### src/rtl/regfile_pkg.sv
// Shared types for the register-file writeback path: one queued retire result.
// No latency or backpressure of its own; widths match the 32 x 32-bit register file.
package regfile_pkg;

  localparam int REG_ADDR_W = 5;
  localparam int REG_DATA_W = 32;

  typedef struct packed {
    logic [REG_ADDR_W-1:0] rd;
    logic [REG_DATA_W-1:0] data;
  } wb_entry_t;

endpackage

### src/rtl/wb_dual_queue.sv
// Circular buffer for retire results: up to 2 pushes and 2 pops per cycle. Count updates one cycle later.
// No backpressure here; the caller may only push into free space and only pop entries that are present.
module wb_dual_queue
  import regfile_pkg::*;
#(
  parameter int DEPTH = 8
) (
  input  logic                                clk_i,
  input  logic                                rst_ni,
  input  logic [1:0]                          push_cnt_i,
  input  wb_entry_t                           push0_i,
  input  wb_entry_t                           push1_i,
  input  logic [1:0]                          pop_cnt_i,
  output wb_entry_t                           head0_o,
  output wb_entry_t                           head1_o,
  output logic [$clog2(DEPTH):0]              count_o,
  output logic [DEPTH-1:0]                    valid_o,
  output logic [DEPTH-1:0][REG_ADDR_W-1:0]    rd_o
);

  localparam int PW = $clog2(DEPTH);
  localparam int CW = PW + 1;

  wb_entry_t     mem_q [DEPTH];
  logic [PW-1:0] head_q, head_d;
  logic [PW-1:0] tail_q, tail_d;
  logic [CW-1:0] count_q, count_d;

  // DEPTH is a power of two, so the pointers wrap naturally.
  always_comb begin
    head_d  = head_q + PW'(pop_cnt_i);
    tail_d  = tail_q + PW'(push_cnt_i);
    count_d = count_q + CW'(push_cnt_i) - CW'(pop_cnt_i);
  end

  always_ff @(posedge clk_i) begin
    if (push_cnt_i != 2'd0) mem_q[tail_q] <= push0_i;
    if (push_cnt_i == 2'd2) mem_q[tail_q + PW'(1)] <= push1_i;
  end

  always_ff @(posedge clk_i or negedge rst_ni) begin
    if (!rst_ni) begin
      head_q  <= '0;
      tail_q  <= '0;
      count_q <= '0;
    end else begin
      head_q  <= head_d;
      tail_q  <= tail_d;
      count_q <= count_d;
    end
  end

  assign head0_o = mem_q[head_q];
  assign head1_o = mem_q[head_q + PW'(1)];
  assign count_o = count_q;

  // A slot is live when its distance from head is below the occupancy.
  for (genvar g = 0; g < DEPTH; g++) begin : g_slot
    logic [PW-1:0] ofs;
    assign ofs        = PW'(g) - head_q;
    assign valid_o[g] = {1'b0, ofs} < count_q;
    assign rd_o[g]    = mem_q[g].rd;
  end

  assert property (@(posedge clk_i) disable iff (!rst_ni) count_q <= CW'(DEPTH));

endmodule

### src/rtl/regfile_writeback_scheduler.sv
// Queues in-order retire results and drains them oldest-first onto the two register-file write ports.
// Entry accepted at edge k is presented after edge k+1 at earliest; InReady drops when fewer than 2 slots are free.
module regfile_writeback_scheduler
  import regfile_pkg::*;
#(
  parameter int DEPTH     = 8,
  parameter int DROP_ZERO = 1
) (
  input  logic                    Clk,
  input  logic                    Reset_n,
  input  logic                    InValid0,
  input  logic [REG_ADDR_W-1:0]   InReg0,
  input  logic [REG_DATA_W-1:0]   InData0,
  input  logic                    InValid1,
  input  logic [REG_ADDR_W-1:0]   InReg1,
  input  logic [REG_DATA_W-1:0]   InData1,
  output logic                    InReady,
  input  logic                    ReadReq,
  input  logic [REG_ADDR_W-1:0]   LookupReg,
  output logic                    LookupHit,
  output logic [REG_ADDR_W-1:0]   WriteRegister1,
  output logic [REG_DATA_W-1:0]   WriteData1,
  output logic                    RegWrite1,
  output logic [REG_ADDR_W-1:0]   WriteRegister2,
  output logic [REG_DATA_W-1:0]   WriteData2,
  output logic                    RegWrite2,
  output logic [$clog2(DEPTH):0]  Count
);

  localparam int CW = $clog2(DEPTH) + 1;

  wb_entry_t                        slot0, slot1, push0, push1, head0, head1;
  logic                             accept, keep0, keep1;
  logic [1:0]                       push_cnt, pop_cnt;
  logic [CW-1:0]                    count;
  logic [DEPTH-1:0]                 valid;
  logic [DEPTH-1:0][REG_ADDR_W-1:0] rd;

  logic                  we1_q, we1_d, we2_q, we2_d;
  logic [REG_ADDR_W-1:0] wr1_q, wr1_d, wr2_q, wr2_d;
  logic [REG_DATA_W-1:0] wd1_q, wd1_d, wd2_q, wd2_d;

  assign slot0 = '{rd: InReg0, data: InData0};
  assign slot1 = '{rd: InReg1, data: InData1};

  // Ready comes only from registered occupancy, never from this cycle's pops.
  assign InReady = count <= CW'(DEPTH - 2);
  assign accept  = InReady && InValid0;
  assign keep0   = accept && !((DROP_ZERO != 0) && (InReg0 == '0));
  assign keep1   = accept && InValid1 && !((DROP_ZERO != 0) && (InReg1 == '0));

  // A discarded slot 0 lets slot 1 take the first free position.
  assign push0    = keep0 ? slot0 : slot1;
  assign push1    = slot1;
  assign push_cnt = {1'b0, keep0} + {1'b0, keep1};

  wb_dual_queue #(
    .DEPTH (DEPTH)
  ) u_queue (
    .clk_i      (Clk),
    .rst_ni     (Reset_n),
    .push_cnt_i (push_cnt),
    .push0_i    (push0),
    .push1_i    (push1),
    .pop_cnt_i  (pop_cnt),
    .head0_o    (head0),
    .head1_o    (head1),
    .count_o    (count),
    .valid_o    (valid),
    .rd_o       (rd)
  );

  // Equal destinations collapse onto port 1 with the younger value.
  always_comb begin
    pop_cnt = 2'd0;
    we1_d   = 1'b0;
    we2_d   = 1'b0;
    wr1_d   = wr1_q;
    wd1_d   = wd1_q;
    wr2_d   = wr2_q;
    wd2_d   = wd2_q;
    if (!ReadReq) begin
      if (count >= CW'(2)) begin
        pop_cnt = 2'd2;
        we1_d   = 1'b1;
        if (head0.rd == head1.rd) begin
          wr1_d = head1.rd;
          wd1_d = head1.data;
        end else begin
          wr1_d = head0.rd;
          wd1_d = head0.data;
          we2_d = 1'b1;
          wr2_d = head1.rd;
          wd2_d = head1.data;
        end
      end else if (count == CW'(1)) begin
        pop_cnt = 2'd1;
        we1_d   = 1'b1;
        wr1_d   = head0.rd;
        wd1_d   = head0.data;
      end
    end
  end

  always_ff @(posedge Clk or negedge Reset_n) begin
    if (!Reset_n) begin
      we1_q <= 1'b0;
      we2_q <= 1'b0;
      wr1_q <= '0;
      wd1_q <= '0;
      wr2_q <= '0;
      wd2_q <= '0;
    end else begin
      we1_q <= we1_d;
      we2_q <= we2_d;
      wr1_q <= wr1_d;
      wd1_q <= wd1_d;
      wr2_q <= wr2_d;
      wd2_q <= wd2_d;
    end
  end

  assign RegWrite1      = we1_q;
  assign WriteRegister1 = wr1_q;
  assign WriteData1     = wd1_q;
  assign RegWrite2      = we2_q;
  assign WriteRegister2 = wr2_q;
  assign WriteData2     = wd2_q;
  assign Count          = count;

  always_comb begin
    LookupHit = (we1_q && (wr1_q == LookupReg)) || (we2_q && (wr2_q == LookupReg));
    for (int i = 0; i < DEPTH; i++) begin
      if (valid[i] && (rd[i] == LookupReg)) LookupHit = 1'b1;
    end
  end

  assert property (@(posedge Clk) disable iff (!Reset_n) !(InValid1 && !InValid0));

endmodule

### config.mk
export PLATFORM = sky130hd
export DESIGN_NAME = regfile_writeback_scheduler
export DESIGN_NICKNAME = d
export VERILOG_FILES = /design/src/rtl/regfile_pkg.sv /design/src/rtl/wb_dual_queue.sv /design/src/rtl/regfile_writeback_scheduler.sv
export SDC_FILE = /design/constraint.sdc
export NUM_CORES = 1
export LEC_CHECK = 0
export BUFFER_PORTS_ARGS = -buffer_cell sky130_fd_sc_hd__buf_2
export CAP_MARGIN = 20
export CORE_AREA = 2 2 217 219
export CTS_BUF_LIST = sky130_fd_sc_hd__clkbuf_8 sky130_fd_sc_hd__clkbuf_16
export DETAILED_ROUTE_END_ITERATION = 8
export DIE_AREA = 0 0 219 221
export GPL_TIMING_DRIVEN = 0
export PLACE_DENSITY = 0.68
export SKIP_CTS_REPAIR_TIMING = 1
export SLEW_MARGIN = 0
export SYNTH_ARGS = -nofsm -noshare
export SYNTH_HDL_FRONTEND = slang
export SYNTH_SLANG_ARGS = --single-unit
### constraint.sdc
create_clock -name Clk -period 4.85 [get_ports Clk]
set_clock_uncertainty 0.2 [all_clocks]
set_input_delay 0.7275 -clock Clk [delete_from_list [all_inputs] [get_ports Clk]]
set_output_delay 0.7275 -clock Clk [all_outputs]
set_load 0.005 [all_outputs]
==> summary.md, run 1 <==
The run finished with clean final reports. In this run the worst hold path is classified as flop to flop. The count of buffers added on input and output ports is 159.

Per report_power, the clock group accounts for 17.4% of the total. Full die area: 48400 µm². The tools report the buffer depth of the longest clock path as 3. The slowest stage of the critical path is the clkbuf_1 cell.

The number of routed nets with antenna violations is 0. The maximum net fanout on the critical path came out at 10. For this design, the sink count on the clock tree is 382. TritonCTS created 41 clock buffers. The deepest level of the CTS H-tree was 2. The initial utilization of the core area, before any placement, comes to 47.28%.

The core area came out at 46060 µm². The run gives 99930 µm as the wire length of the first global-routing pass. Dominant delay contributor by cell family on the critical path: buffers and inverters. 166 I/O pins were placed. The number of max-slew violations in the final report was 0; the average cell area after synthesis was 15.14 µm². The logs give 54.4% for the combinational share of power and 0 for the total congestion overflow after global routing. Yosys attributes the largest share of cell area to edfxtp_1 41%, mux2_2 15%, mux4_2 14%. The post-synthesis register bit count was 382; the height of the die was 221 µm.

The transition time of the tightest slew-check pin is 1.112 ns, and the number of enable-type register cells in the synthesized netlist is 296. After synthesis, the largest area contributor takes up 40.82% of total cell area. During synthesis, Yosys emitted a total of 0 warnings. Compared with the post-synthesis result, the final layout area differs by 16.73%.

The cell with the most instances on the worst path was clkbuf_1. The tool flagged a number of max-cap violations equal to 0. Clock tree synthesis selected as its root buffer the cell clkbuf_16. The final-report setup violation count is 0, and the endpoint arrival time on the critical path is 4.82 ns. For the number of failing hold endpoints at the final stage, the log shows 0.

Of the total power, the share spent switching nets is 40.51%. Of the available clock period, the critical path in the final layout requires 97.15%. Critical path launch point type: an input port.

Dividing total power by cell area gives a power density of 706.7 nW/µm². After the flow finishes, the layout carries non-filler instances totaling 2311. The run gives 0 as the final routed DRC violation total. The most common cell in the synthesized netlist is mux2_2. After clock tree synthesis, the clock-pin slew on the worst setup and hold paths is 0.06 ns.

The number of buffers and inverters on the critical path is 5. In this design, the stage delay of the slowest critical-path cell is 0.68 ns. The worst setup path is captured at a flop.

For the worst-skew pair, the clock arrives at the later sink with an insertion delay of 0.58 ns. Number of antenna violations at the first check in global routing: 7. In the synthesized netlist the dominant register cell turns out to be edfxtp_1. Cells with a size suffix above 1 make up 45.53% of the layout. The final net count was 1783. The detailed-route wire length per cell came out at 29.66 µm. Setup repair after global routing left no endpoint under its margin.

Global routing used 28.39% of the available tracks. The logs give 0 ns for the aggregate negative setup slack and 0.9520 for the routability congestion estimate from global placement. The via count of the first global-routing pass was 14840. The largest net degree at the start of global routing is 48, and the mean number of vias per cell is 6.323. The internal power of the cells totals 0.01069 W.

For this design the static power due to leakage is 9.275 nW. Summed over all nets, the half-perimeter wirelength after detailed placement is 47320 µm. STA puts the critical path data required time at 4.96 ns. Number of DRC violations after detailed-routing iteration 0: 1549.

Based on the critical path, the design can be clocked at up to 212.2 MHz. Sequential share of the synthesized area: 50.70%. The post-synthesis instance total was 1438.

Summed over all nets, the switching power comes to 0.007277 W. By startpoint and endpoint, the worst setup path is classified as input port to flop. VDD sags by at most 0.0003541 V. For this block, the routed nets add up to 68540 µm of wire. The first TritonRoute pass finished after 6 iterations.

Max-slew headroom at the worst pin: 25.90%. Fill cells in the final layout number 3763. Sorting the synthesized cells by how often they occur yields 297 x mux2_2, 296 x edfxtp_1, 140 x mux4_2.

The distinct cell type count after synthesis is 52. The net count of the mapped netlist came out at 1551. Share of power burned in registers: 28.1%.

Row generation in the floorplan step produced 79 rows. The worst path in the final design needs a cycle of 4.712 ns, including I/O delays and setup. Including well taps, the total number of placed cells is 2232.

The total number of vias came out at 14610. The critical path goes through buf_2 > or4_1 > o21ai_0 > clkbuf_1 > inv_1 > ha_1 > nand2_1 > nor3_2 > nor2_1 > buf_6 > clkbuf_1 > mux2_2. The overall die width was 219 µm; the async set-reset flop share out of synthesis was 22.51%.

The dominant cell type by area after synthesis was edfxtp_1. In this run the cell area of the synthesized design comes to 21780 µm². TritonCTS built the clock tree.
[logic make-up after synthesis]
kind of cell / synth area share [%]
buf+inv: 2.666
compound gates: 4.803
flops: 50.70
fa+ha+maj: 1.804
xor+xnor: 2.580
mux: 32.07
simple gates: 5.384
[final timing paths]
path / startpoint / cells after the start / endpoint / slack [ns]
min in group asynchronous: Reset_n / 2 / u_queue.count_o[2] / 0.50
setup reg to reg: u_queue.count_o[3] / 15 / u_queue.mem_q[3][31] / 0.16
setup / recovery: InReg0[1] / 12 / u_queue.mem_q[3][31] / 0.14
hold / removal: WriteRegister1[4] / 2 / WriteRegister1[4] / 0.32
max in group asynchronous: Reset_n / 3 / WriteData1[17] / 3.28
hold reg to reg: WriteRegister1[4] / 2 / WriteRegister1[4] / 0.32
[state kept, by name (all words and copies together), names as in the netlist]
| name | flops |
|---|---|
| u_queue.mem_q | 296 |
| WriteData1 | 32 |
| WriteData2 | 32 |
| WriteRegister1 | 5 |
| WriteRegister2 | 5 |
| u_queue.count_o | 4 |
| u_queue.head_q | 3 |
| u_queue.tail_q | 3 |
| RegWrite1 | 1 |
| RegWrite2 | 1 |
[worst min-delay path, cell delays in order, from the launching register on]
cell,delay (ns)
dfrtp_1,0.37
nand2_1,0.05
o21ai_0,0.06
[layout make-up]
class	instances	area, µm²	share of cell area [%]
antenna	2	5.005	0.01969
buffer	99	500.5	1.969
clock buffer	47	1131	4.450
clock inverter	28	191.4	0.7531
inverter	25	97.59	0.3839
multi-input combinational	930	10270	40.42
sequential	382	11040	43.43
tap	607	759.5	2.988
timing repair buffer	191	1419	5.582
[layer usage]
layer  global-route usage, %  share of wire, %  up-vias
met4                   9.743               3.2       10
li1                        -                 -     6158
met2                   45.71                48      772
met1                   38.57                40     7530
met3                   5.595               8.8      142
met5                       0             0.093        -
[cells in the final DEF, fill, tap and decap left out, types with 8 or more instances in the layout]
cell,synthesis,routed
a21oi_1,9,8
a221oi_2,31,31
a2bb2oi_1,32,32
and3_1,36,36
buf_1,16,12
buf_16,0,12
buf_2,23,180
buf_6,9,17
clkbuf_1,50,41
clkbuf_16,0,43
clkbuf_2,0,10
dfrtp_1,86,86
edfxtp_1,296,296
ha_1,25,25
inv_1,24,39
mux2_2,297,297
mux2i_1,47,47
mux4_2,140,140
nand2_1,96,96
nand3_1,16,16
nor2_1,50,50
nor3_1,19,18
o21ai_0,10,8
xnor2_1,23,23
xor2_1,38,38
[power by group through the flow]
| stage | Sequential, W | Clock, W | Combinational [W] |
|---|---|---|---|
| after floorplan | 0.00497 | 0 | 0.00637 |
| final | 0.00505 | 0.00313 | 0.00978 |
| after detailed placement | 0.00508 | 0 | 0.00967 |
| after CTS | 0.00503 | 0.00316 | 0.00970 |
| after global routing | 0.00512 | 0.00328 | 0.0104 |
| after global placement | 0.00515 | 0 | 0.00916 |
[through the flow]
| stage | power [W] | instance area, µm² | setup slack (ns) | utilization (%) | hold WS [ns] |
|---|---|---|---|---|---|
| 2_1_floorplan | 0.01134 | 21790 | -0.3982 | - | 0.2319 |
| 3_3_place_gp | 0.01431 | 23350 | -4.165 | 50.69 | 0.3081 |
| 3_5_place_dp | 0.01475 | 24020 | -0.3942 | 52.14 | 0.3113 |
| 4_1_cts | 0.01789 | 25340 | -0.3575 | 55.01 | -0.03424 |
| 5_1_grt | 0.01876 | 25410 | 0.002025 | 55.17 | 0.3566 |
| 6_report | 0.01796 | 25420 | 0.1380 | 55.19 | 0.3198 |
(Power assumes the default switching activity.)
==> inputs of run 2 (changes only) <==
Settings changed: CAP_MARGIN 20 to unset, CORE_AREA 2 2 217 219 to 2 2 202 204, DIE_AREA 0 0 219 221 to 0 0 204 206, PLACE_DENSITY 0.68 to 0.77.
==> run 2 against run 1 <==
Against the previous run: routed wire length fell by 2.5%; utilization rose by 7.5 points; final cell count fell by 3.5%; combinational power fell by 0.9%; critical path depth fell by 2; sequential share of layout area rose by 0.40 points; hold slack improved by 0.0041 ns; first-iteration DRC count rose by 19%; setup slack got worse by 0.0071 ns; sequential cell count did not move; sequential power barely moved; via count rose by 2.9%; largest cell class unchanged; largest power group unchanged.
==> summary.md, run 2 (synthesis gave the netlist of run 1 again) <==
The final cell count without fillers came out at 2229 (-3.5%). The worst setup slack for register-to-register paths came out at 0.23 ns (+0.07 ns). For the endpoint arrival time on the critical path, the log shows 3.79 ns (-1.03 ns). The run gives 66790 µm (-2.5%) as the final wirelength.

The share of the clock period used by the worst path after layout was 97.30% (+0.15 points); the worst-skew pair later-pin latency was 0.58 ns (about the same). The run gives 98130 µm (-1.8%) as the wire length of the first global-routing pass. Multi-input logic area: 10280 µm² (about the same). The total of max-cap violations was 0 (unchanged); the total CTS buffers was 41 (unchanged). Final-report setup violation count: 0 (unchanged). The cell depth of the worst hold path is 2 (unchanged), and the number of antenna violations at the first check in global routing is 10 (+3). Beginning of the worst register-to-register path: u_queue.head_q[1]. The tools report the total number of vias as 15040 (+2.9%). TritonCTS built the clock tree. The tools report the max-slew headroom at the worst pin as 19.12% (-6.8 points). The worst register-to-register path ends at WriteData2[28]. The detailed-route wire length per cell works out to 29.97 µm (+1.0%).

The library cell used most frequently in the layout, excluding fill and tap cells, is mux2_2. The sequential cell area in the final layout was 11040 µm² (unchanged). The logs give 3 (unchanged) for the buffer depth of the longest clock path and 9.237 nW (-0.42%) for the leakage power summed over all cells. The via count of the first global-routing pass came out at 15100 (+1.8%). The start point of the critical path is u_queue.head_q[1]. The top-level I/O count was 166 (unchanged); the deepest level of the CTS H-tree was 2 (unchanged).

The logs give 44880 µm (-5.1%) for the final HPWL from detailed placement and 211.9 MHz (-0.15%) for the highest clock rate. The total power divided by cell area was 712.0 nW/µm² (+0.76%). The delay of the slowest cell on the worst path was 0.76 ns (+0.08 ns).

The run gives 54.19% (+6.9 points) as the effective utilization at floorplan. For the data required time at the worst endpoint, the log shows 3.92 ns (-1.04 ns). The cell sitting at the root of the clock tree is a clkbuf_16.

The clock slew seen by the registers of the worst setup and hold paths works out to 0.06 ns (about the same). The run gives 32.33% (+3.9 points) as the total global-route track usage. STA classifies the critical path endpoint as an output port.

Fraction of layout cells with a size suffix above 1: 47.16% (+1.6 points). The mean number of vias per cell is 6.747 (+6.7%). Worst supply voltage drop on vdd: 0.0004228 V (+19%). The worst hold path begins at WriteRegister1[0]. The core area was 40180 µm² (-13%); the number of detailed-route iterations in the first pass was 6 (unchanged). The top cell types in the final layout, fill and taps aside, are 297 x mux2_2, 296 x edfxtp_1, 181 x buf_2. The total power draw was 0.01793 W (-0.16%); the transition time of the tightest slew-check pin was 1.213 ns (+0.1017 ns). The run gives 0 (unchanged) as the number of max-slew violations in the final report. The signal on the critical path passes through ha_1 > xor2_4 > buf_2 > buf_1 > ha_1 > nor2b_1 > nor3_1 > nor4_1 > nand3_1 > buf_2. The worst setup path category was flop to output port.

Setup repair after global routing left no endpoint under its margin. Final net count: 1770 (-0.73%). The worst setup path is launched from a flop. The filler cell count is 2985 (-21%). The number of placement rows was 74 (-6.3%); the routability congestion estimate from global placement was 0.9543 (+0.24%). The total congestion overflow after global routing is 0 (unchanged). For the number of failing hold endpoints at the final stage, the log shows 0 (unchanged).

The height of the die is 206 µm (-6.8%). The utilization after layout was 62.68% (+7.5 points); the number of sinks driven by the clock tree was 382 (unchanged). Endpoint of the worst hold-timing path: WriteRegister1[0]. The run gives 0 (unchanged) as the final routed DRC violation total. The shortest period the worst path allows was 4.719 ns (+0.007097 ns).

The overall die width came out at 204 µm (-6.8%). The slowest cell on the critical path is buf_1. The number of routed nets with antenna violations came out at 0 (unchanged). The flow ran to the end, and the final reports show no timing, DRC or antenna violations. In this run the worst hold path is classified as flop to flop. More flip-flops sit in one register than any other, and that register is u_queue.mem_q. Relative to the synthesized area, the layout overhead comes to 15.66%. The full die area is 42020 µm² (-13%). Number of DRC violations after detailed-routing iteration 0: 1839 (+19%).

Port buffer count: 159 (unchanged). The number of cells on the worst reg-to-reg path came out at 12 (-3). The maximum net fanout on the critical path was 10 (unchanged); the largest net degree at the start of global routing was 48 (unchanged). The flip-flop count of the largest register after layout works out to 296 (unchanged). Number of cells in the design after placement: 2146 (-3.9%).
run 2: cell count changes in the layout (fill, tap and decap cells not counted), moves of 5 or more:
cell,change
buf_16,-5
buf_6,-8
clkbuf_1,-18
clkbuf_2,+19
clkinv_2,+8
diode_2,+5
inv_1,-6
nor2_1,-6
nor2_2,+6
run 2: final cells by class:
type,count,area share (%)
Timing Repair Buffer,178,4.739
Sequential cell,382,43.83
Multi-Input combinational cell,930,40.83
Clock inverter,30,0.9736
Inverter,25,0.3875
Antenna cell,7,0.06954
Clock buffer,46,4.436
Tap cell,532,2.643
Buffer,99,2.086
run 2: per-stage QoR:
step,cell area [µm²],hold slack (ns),setup slack (ns),setup TNS (ns)
3_5_place_dp,23730,0.3165,-0.8498,-191.43
2_1_floorplan,21790,0.2319,-0.3982,-29.46
4_1_cts,25090,-0.04461,-0.8542,-67.70
3_3_place_gp,23250,0.3049,-4.105,-817.23
6_report,25190,0.3239,0.1309,0
5_1_grt,25190,0.3546,0.01558,0
run 2: critical path: cells and delay by family, from the launching register on:
| family | cells | cell delay, ns |
|---|---|---|
| adder cells (fa/ha/maj) | 2 | 0.66 |
| AND/OR/NAND/NOR | 4 | 0.46 |
| flip-flops | 1 | 0.48 |
| buffers and inverters | 3 | 1.26 |
| XOR/XNOR | 1 | 0.35 |
run 2: power by group:
part           total [W]  internal, W  switching (W)
Sequential       0.00503      0.00454       0.000486
Combinational    0.00969      0.00422        0.00547
Clock            0.00322      0.00187        0.00135
Total             0.0179       0.0106        0.00731
run 2: worst max-delay path by stage:
stage,to,slack [ns],depth (start not counted)
final,LookupHit,0.13,10
after global routing,LookupHit,0.02,11
after CTS,WriteData1[14],-0.85,11
after detailed placement,WriteData1[14],-0.85,11
after global placement,u_queue.mem_q[1][20],-4.10,10
after floorplan,u_queue.mem_q[5][0],-0.40,10
run 2: metal layers:
metal  part of all wire, %  wire length (µm)  GRT usage [%]
met5                 0.051                34              0
met4                   4.2              2822          15.22
met3                    10              6818          6.528
met2                    48             31990          51.88
met1                    38             25130          42.65
